### config.mk
export PLATFORM = sky130hd
export DESIGN_NAME = led_matrix_scan_ctrl
export DESIGN_NICKNAME = d
export VERILOG_FILES = /design/src/rtl/led_matrix_pkg.sv /design/src/rtl/scan_timer.sv /design/src/rtl/led_matrix_scan_ctrl.sv
export SDC_FILE = /design/constraint.sdc
export NUM_CORES = 1
export LEC_CHECK = 0
export BUFFER_PORTS_ARGS = -buffer_cell sky130_fd_sc_hd__buf_4
export CAP_MARGIN = 20
export CORE_MARGIN = 8
export CORE_UTILIZATION = 53
export DETAILED_ROUTE_END_ITERATION = 16
export HOLD_SLACK_MARGIN = 0.08
export PLACE_DENSITY = 0.82
export SLEW_MARGIN = 40
export SYNTH_ARGS = -nofsm -noshare
export SYNTH_HDL_FRONTEND = slang
export SYNTH_SLANG_ARGS = --single-unit
### constraint.sdc
create_clock -name clk -period 2.15 [get_ports clk]
set_input_delay 0.43 -clock clk [delete_from_list [all_inputs] [get_ports clk]]
set_output_delay 0.43 -clock clk [all_outputs]
set_load 0.05 [all_outputs]
### src/rtl/led_matrix_pkg.sv
// Shared defaults, scan FSM encoding and counter sizing for the LED matrix scanner.
// No ports: imported by led_matrix_scan_ctrl and scan_timer.
package led_matrix_pkg;

  localparam int ROWS_DEF  = 7;
  localparam int COLS_DEF  = 5;
  localparam int DWELL_DEF = 50000;
  localparam int BLANK_DEF = 2;

  typedef enum logic [1:0] {
    S_IDLE  = 2'd0,
    S_LIT   = 2'd1,
    S_BLANK = 2'd2
  } scan_state_t;

  // Width able to hold 0..n-1, never below one bit.
  function automatic int cnt_w(input int n);
    return (n > 1) ? $clog2(n) : 1;
  endfunction

endpackage

### src/rtl/scan_timer.sv
// Up-counter from 0 to a terminal value; tick is high in the terminal cycle.
// Ports: clk, rst_n (async low), clr (sync clear), run, last (terminal value), tick.
module scan_timer
  import led_matrix_pkg::*;
#(
  parameter int W = 2
) (
  input  logic         clk,
  input  logic         rst_n,
  input  logic         clr,
  input  logic         run,
  input  logic [W-1:0] last,
  output logic         tick
);

  logic [W-1:0] cnt;

  assign tick = run && (cnt == last);

  // Counter returns to 0 after its terminal cycle so it never exceeds last.
  always_ff @(posedge clk or negedge rst_n) begin
    if (!rst_n) begin
      cnt <= '0;
    end else if (clr || tick) begin
      cnt <= '0;
    end else if (run) begin
      cnt <= cnt + 1'b1;
    end
  end

endmodule

### src/rtl/led_matrix_scan_ctrl.sv
// Column-scanned LED matrix driver with double-buffered frames and blanking.
// Ports: clk, rst_n, enable, frame_data/valid/ready, col_en (low), row_out, frame_sync.
module led_matrix_scan_ctrl
  import led_matrix_pkg::*;
#(
  parameter int ROWS  = ROWS_DEF,
  parameter int COLS  = COLS_DEF,
  parameter int DWELL = DWELL_DEF,
  parameter int BLANK = BLANK_DEF
) (
  input  logic                 clk,
  input  logic                 rst_n,
  input  logic                 enable,
  input  logic [ROWS*COLS-1:0] frame_data,
  input  logic                 frame_valid,
  output logic                 frame_ready,
  output logic [COLS-1:0]      col_en,
  output logic [ROWS-1:0]      row_out,
  output logic                 frame_sync
);

  localparam int N  = ROWS * COLS;
  localparam int CW = cnt_w(COLS);
  localparam int DW = cnt_w(DWELL);
  localparam int BW = cnt_w(BLANK);

  localparam logic [CW-1:0] COL_LAST   = CW'(COLS - 1);
  localparam logic [DW-1:0] DWELL_LAST = DW'(DWELL - 1);
  localparam logic [BW-1:0] BLANK_LAST = BW'(BLANK - 1);

  scan_state_t state, state_n;

  logic [CW-1:0]   col, col_n;
  logic [N-1:0]    active, active_n;
  logic [N-1:0]    pending;
  logic            pending_full, pending_full_n;
  logic            accept, swap, boundary;
  logic            dwell_tick, blank_tick;
  logic [COLS-1:0] col_en_n;
  logic [ROWS-1:0] row_n;
  logic            sync_n;

  scan_timer #(.W(DW)) u_dwell (
    .clk   (clk),
    .rst_n (rst_n),
    .clr   (!enable),
    .run   (enable && (state == S_LIT)),
    .last  (DWELL_LAST),
    .tick  (dwell_tick)
  );

  scan_timer #(.W(BW)) u_blank (
    .clk   (clk),
    .rst_n (rst_n),
    .clr   (!enable),
    .run   (enable && (state == S_BLANK)),
    .last  (BLANK_LAST),
    .tick  (blank_tick)
  );

  // Next state and column; timer ticks already imply enable.
  always_comb begin
    state_n  = state;
    col_n    = col;
    boundary = 1'b0;
    unique case (state)
      S_IDLE: begin
        if (enable) begin
          state_n = S_LIT;
          col_n   = '0;
        end
      end
      S_LIT: begin
        if (dwell_tick) state_n = S_BLANK;
      end
      S_BLANK: begin
        if (blank_tick) begin
          state_n  = S_LIT;
          boundary = (col == COL_LAST);
          col_n    = boundary ? '0 : col + 1'b1;
        end
      end
      default: begin
        state_n = S_IDLE;
        col_n   = '0;
      end
    endcase
    if (!enable) begin
      state_n = S_IDLE;
      col_n   = '0;
    end
  end

  // Accept and swap are mutually exclusive: one needs an empty
  // pending slot, the other a full one. A frame accepted on the
  // boundary cycle therefore waits for the next boundary.
  always_comb begin
    accept         = frame_valid && !pending_full;
    swap           = pending_full && ((state == S_IDLE) || boundary);
    active_n       = swap ? pending : active;
    pending_full_n = accept || (pending_full && !swap);
  end

  // Outputs are built from next-state values so they change on
  // the same edge as the state and the freshly swapped frame.
  always_comb begin
    col_en_n = '1;
    row_n    = '0;
    sync_n   = 1'b0;
    if (state_n == S_LIT) begin
      col_en_n[col_n] = 1'b0;
      row_n  = active_n[int'(col_n) * ROWS +: ROWS];
      sync_n = (col_n == '0) && (state != S_LIT);
    end
  end

  always_ff @(posedge clk or negedge rst_n) begin
    if (!rst_n) begin
      state        <= S_IDLE;
      col          <= '0;
      active       <= '0;
      pending      <= '0;
      pending_full <= 1'b0;
      col_en       <= '1;
      row_out      <= '0;
      frame_sync   <= 1'b0;
    end else begin
      state        <= state_n;
      col          <= col_n;
      active       <= active_n;
      pending_full <= pending_full_n;
      if (accept) pending <= frame_data;
      col_en       <= col_en_n;
      row_out      <= row_n;
      frame_sync   <= sync_n;
    end
  end

  assign frame_ready = !pending_full;

endmodule

Word-level counts from Yosys, hierarchy flattened
Cells that the tools add are included.
Storage, ports and cells
  register bits: 106
  bits of input ports: 39
  output and inout port bits: 14
  word-level logic and storage cells: 64
Cells by class
  add/sub/neg operators: 3
  multiply operators: 1
  order comparisons: 2
  eq/ne operators: 6
  shift-type cells: 1
  mux-type cells: 20
  bitwise gates (word level): 1
  reductions and logical operators: 20
Operators by type and width (number)
  $mux W35: 1
  $shiftx A35 B7 Y7: 1
  $mux W16: 2
  $add A16 B1 Y16 const B: 1
  $eq A16 B16 Y1 const B: 1
  $logic_and A1 B1 Y1: 9
  $mux W3: 3
  $mux W7: 1
  $mul A3 B3 Y6 const B: 1
  $mux W1: 6
  $mux W2: 3
  $pmux W2 S3: 1
  $pmux W3 S2: 1
  $mux W5: 1
  $not A5 Y5: 1
  $eq A2 B1 Y1 const B: 2
  $logic_or A1 B1 Y1: 4
  $lt A3 B4 Y1 const B: 1
  $reduce_bool A2 Y1: 2
  $add A3 B1 Y3 const B: 1
  $demux W1 S3: 1
  $eq A3 B3 Y1 const B: 1
  $ge A3 B1 Y1 const B: 1
  $logic_not A1 Y1: 3
  5 further kinds: 5

Longest topological paths before layout
  word-level depth: 12
  depth in mapped cells: 12
  depth with buffers taken out: 9

Hierarchy
Synthesis repeated with hierarchy kept, for this count alone.
Second synthesis, totals
  cell total of the unflattened synthesis: 376
  area total of the unflattened synthesis: 4853.4 um^2
Modules (own cells, without submodules)
  led_matrix_scan_ctrl: instances 1, cells each 268, area each 3808.7 um^2, sequential area each 2233.4 um^2
  scan_timer at u_dwell: instances 1, cells each 102, area each 985.9 um^2, sequential area each 400.4 um^2
  scan_timer at u_blank: instances 1, cells each 6, area each 58.8 um^2, sequential area each 25.0 um^2

Worst setup path before layout
Ideal clock, no wire load.
  path type: register to register
  start: reg state[0]
  end: reg row_out[6]
  arrival time: 2.120 ns
  path slack: -0.091 ns
  stages on the path, launching flop included: 10
  period minus slack after synthesis: 2.241 ns
  cells stage by stage: dfrtp_1 > inv_1 > ha_1 > buf_4 > nand3_1 > o21ai_2 > mux2_2 > o32a_1 > a22o_1 > o211a_1
Between the ends
  longest elaborated chain between the ends: 10
  elaborated cells on any way between the ends: 23
RTL lines
  from (decl): line led_matrix_scan_ctrl.sv:31  | scan_state_t state, state_n;
  from (signal assigned): line led_matrix_scan_ctrl.sv:128  | state <= state_n;
  $eq A2 B2 Y1: line led_matrix_scan_ctrl.sv:56, led_matrix_scan_ctrl.sv:66
  $logic_and A1 B1 Y1: line led_matrix_scan_ctrl.sv:56  | .run (enable && (state == S_BLANK)),
  $logic_and A1 B1 Y1: line scan_timer.sv:18  | assign tick = run && (cnt == last);
  $mux W1: line led_matrix_scan_ctrl.sv:77  | if (blank_tick) begin
  $mux W1: line led_matrix_scan_ctrl.sv:66  | unique case (state)
  $logic_or A1 B1 Y1 *: line led_matrix_scan_ctrl.sv:99  | swap = pending_full && ((state == S_IDLE) || boundary);
  $logic_and A1 B1 Y1 *: line led_matrix_scan_ctrl.sv:99
  $mux W35 *: line led_matrix_scan_ctrl.sv:100  | active_n = swap ? pending : active;
  via active_n[13]: line led_matrix_scan_ctrl.sv:34  | logic [N-1:0] active, active_n;
  $shiftx A35 B7 Y7 *: line led_matrix_scan_ctrl.sv:112  | row_n = active_n[int'(col_n) * ROWS +: ROWS];
  $mux W7 *: line led_matrix_scan_ctrl.sv:110  | if (state_n == S_LIT) begin
  via row_n[6]: line led_matrix_scan_ctrl.sv:40  | logic [ROWS-1:0] row_n;
  to (signal assigned): line led_matrix_scan_ctrl.sv:134  | row_out <= row_n;
  to (decl): line led_matrix_scan_ctrl.sv:18  | output logic [ROWS-1:0] row_out,
Mark *: on every way through the listed nets, which the timed path passes. The rest lies on a longest branch.
A chain may end at the register's enable or synchronous reset.

Final worst setup path
  start: reg col[0]
  end: reg row_out[5]
Between the ends
  longest elaborated chain between the ends: 8
  elaborated cells on any way between the ends: 14
RTL lines
  from (decl): line led_matrix_scan_ctrl.sv:33  | logic [CW-1:0] col, col_n;
  from (signal assigned): line led_matrix_scan_ctrl.sv:129  | col <= col_n;
  $add A3 B1 Y3 or $eq A3 B3 Y1 (tied branches): line led_matrix_scan_ctrl.sv:80, led_matrix_scan_ctrl.sv:79
  $mux W3 or $mux W1 (tied branches): line led_matrix_scan_ctrl.sv:80, led_matrix_scan_ctrl.sv:77
  $mux W3 or $mux W1 (tied branches): line led_matrix_scan_ctrl.sv:77, led_matrix_scan_ctrl.sv:66
  $pmux W3 S2 or $logic_or A1 B1 Y1 (tied branches): line led_matrix_scan_ctrl.sv:66, led_matrix_scan_ctrl.sv:99
  $mux W3 or $logic_and A1 B1 Y1 (tied branches): line led_matrix_scan_ctrl.sv:88, led_matrix_scan_ctrl.sv:99
  $mul A3 B3 Y6 or $mux W35 (tied branches): line led_matrix_scan_ctrl.sv:112, led_matrix_scan_ctrl.sv:100
  $shiftx A35 B7 Y7 *: line led_matrix_scan_ctrl.sv:112
  $mux W7 *: line led_matrix_scan_ctrl.sv:110
  via row_n[5]: line led_matrix_scan_ctrl.sv:40
Marks and branches as above.

==> run metrics <==
status finished with violations; failing checks negative setup slack; max-cap check violation count 0; Tmin final 2.25 ns; leakage 2.69 nW; CTS Buffer Depth 2; Clock transition at path regs 0.10 ns; sequential share of the synthesized area 0.548; Slew Limit Fails 0; Sw Pwr 1.47 mW; antenna violations before repair 0; Logic pwr share 0.238; CTS tree done; dpl hpwl 7.61 mm; Congestion Overflow GR 0; final hold viol count 0; hold path startpoint frame_data[8]; period utilization 1.05; Die Span Y 112 um; fin util 0.648; async set or reset register ratio after synthesis 1.00; Yosys top cell by area dfrtp_1; number of I/O port buffers 52; ANT nets after route 0; Worst Hold Class input pin to flop; Worst slew margin 0.684; FF-to-FF Start col[0]$_DFF_PN0_; crit path DAT 2.47 ns; gp weighted congestion 0.855; Area Overhead vs Synth 21.2%; ys flop type dfrtp_1; Final setup viols 4; Final nets 571; CP endpoint kind flop; # IOs 53; synth warn 0; Avg Cell Area, Syn 10.7 sq um; # DRC 0; DR iter-0 viols 250; die width 112 um; Crit Path Class flop to flop; antenna diode count 0; Post-synth top cells 101 x dfrtp_1, 99 x nand2_1, 47 x mux2_2; Row Count 35; Worst Path Max Fanout 7; largest net degree at the start of global routing 46; P_int 3.39 mW; Syn Std Cell Area 0.00485 sq mm; Worst-Skew Late Latency 0.36 ns; f_max 445 MHz; Pre-Repair DR Iteration Count 6; critical path startpoint category flop; Vias 3579; H-Tree Depth 3; setup ws final -0.0995 ns; Via density 5.58; Max rail drop VDD 0.000467 V; switching share of power 0.302; power share of the clock group 0.225; vias in the first global route 3624; Worst-Margin Slew 0.474 ns; most numerous cell in the Yosys netlist dfrtp_1; wire length per cell 17.0 um; Initial Util 0.535; clock root buffer clkbuf_8; top post-synthesis cells by area dfrtp_1 52%, mux2_2 11%, nand2_1 7.7%; Post-Syn Nets 498; GR Util All Layers 0.171; worst endpoint required time 2.37 ns; CTS sink cnt 106; core footprint 0.00906 sq mm; FF+latch count, synth 106; clk_skew 0.0139 ns; first-pass GRT wire length 17.4 mm; final wirelength 10.9 mm; layout cells sized above 1 0.340; Synth Instances 452; Post-synth EDFFs 0; pwr dens 828 mW/mm^2; sequential power share 0.537; Worst Setup SP col[0]$_DFF_PN0_; Yosys cell types 50; DIE AREA 0.0125 sq mm; fillcell total 666; Num CTS Buffers 9; total power 4.86 mW; share of the synthesized area in the top cell type 0.521
[logic make-up after synthesis]
| logic type | Yosys count | synth area share |
|---|---|---|
| simple gates | 171 | 0.158 |
| flops | 106 | 0.548 |
| fa+ha+maj | 7 | 0.0181 |
| buf+inv | 36 | 0.0356 |
| xor+xnor | 15 | 0.0271 |
| mux | 61 | 0.138 |
| compound gates | 56 | 0.0746 |
[layer usage]
metal | global-route usage | wire length (um) | up-vias
li1 | - | - | 1679
met1 | 0.222 | 4880 | 1755
met5 | 0 | 0 | -
met4 | 0.0583 | 199 | 0
met2 | 0.269 | 5150 | 126
met3 | 0.0471 | 672 | 19
[state kept, by name, summed over array words and instances, names as in the netlist]
register      count
active           35
col               3
col_en            5
frame_sync        1
pending          35
pending_full      1
row_out           7
state             2
u_blank.cnt       1
u_dwell.cnt      16
[critical path, cell delays in order, from the launching register on]
cell,delay (ns)
dfrtp_1,0.39
buf_4,0.16
ha_1,0.22
nor2b_1,0.14
a22o_1,0.21
a22oi_1,0.27
a21o_4,0.23
nor3b_1,0.42
a211oi_2,0.08
[path summary, 6_finish.rpt]
path / endpoint / slack, ns / cells after the start
setup reg to reg: row_out[5]$_DFF_PN0_ / -0.1 / 8
max in group asynchronous: u_dwell.cnt[3]$_DFFE_PN0P_ / 0.86 / 3
hold reg to reg: active[14]$_DFF_PN0_ / 0.47 / 2
min in group asynchronous: pending[3]$_DFFE_PN0P_ / 0.56 / 2
setup / recovery: row_out[5]$_DFF_PN0_ / -0.1 / 8
hold / removal: pending[8]$_DFFE_PN0P_ / 0.29 / 2
[cells in the final DEF, fill, tap and decap left out, types with 3 or more instances in the layout]
cell,n
buf_6,3
mux2_2,47
mux2i_1,14
a22o_1,3
xor2_1,10
dfrtp_1,100
nor3b_1,4
buf_4,73
nand2b_1,3
a21oi_1,16
nand3_2,3
and3_1,4
inv_1,11
nor2b_1,3
xnor2_1,5
o21ai_1,6
dfstp_2,5
nor2_1,22
nand3_1,11
clkbuf_8,10
clkinv_4,3
o211ai_1,3
nand2_1,99
buf_12,5
nor3_1,4
a211oi_2,6
ha_1,4
nand4_1,4
[timing repair]
action                                  in CTS  in global routing
pin swaps                                    1                  5
resized for setup                            2                 33
hold endpoints to repair                    30                  0
endpoints found under the setup margin       7                  7
cloned                                       0                  2
setup buffers                                2                  4
hold buffers                                 1                  0
[cell type report]
class / count / area, sq um / share of cell area
Timing Repair Buffer: 83 / 697 / 0.119
Clock inverter: 4 / 27.5 / 0.00468
Sequential cell: 106 / 2660 / 0.453
Clock buffer: 12 / 145 / 0.0247
Tap cell: 111 / 139 / 0.0236
Multi-Input combinational cell: 310 / 2140 / 0.364
Timing Repair inverter: 1 / 8.76 / 0.00149
Inverter: 14 / 57.6 / 0.00980
[stage by stage]
stage	hold slack, ns	worst slack (ns)	TNS (ns)	instance area [sq um]	std cells
final	0.294	-0.0995	-0.150	5880	641
after global routing	0.285	-0.171	-0.524	5880	641
after CTS	0.287	0.00490	0	5720	635
after detailed placement	0.416	-0.114	-0.614	5510	616
after global placement	0.412	-0.0475	-0.0657	5510	616
after floorplan	0.134	0.00804	0	4860	452
[power by group through the flow]
stage	clock, mW	sequential (mW)	combinational (mW)
floorplan	0	2.65	0.680
detailed placement	0	2.65	1.08
finish	1.10	2.61	1.16
global placement	0	2.62	1.03
global route	1.19	2.66	1.27
CTS	1.11	2.61	1.10
Power figures use the tool's default switching activity.
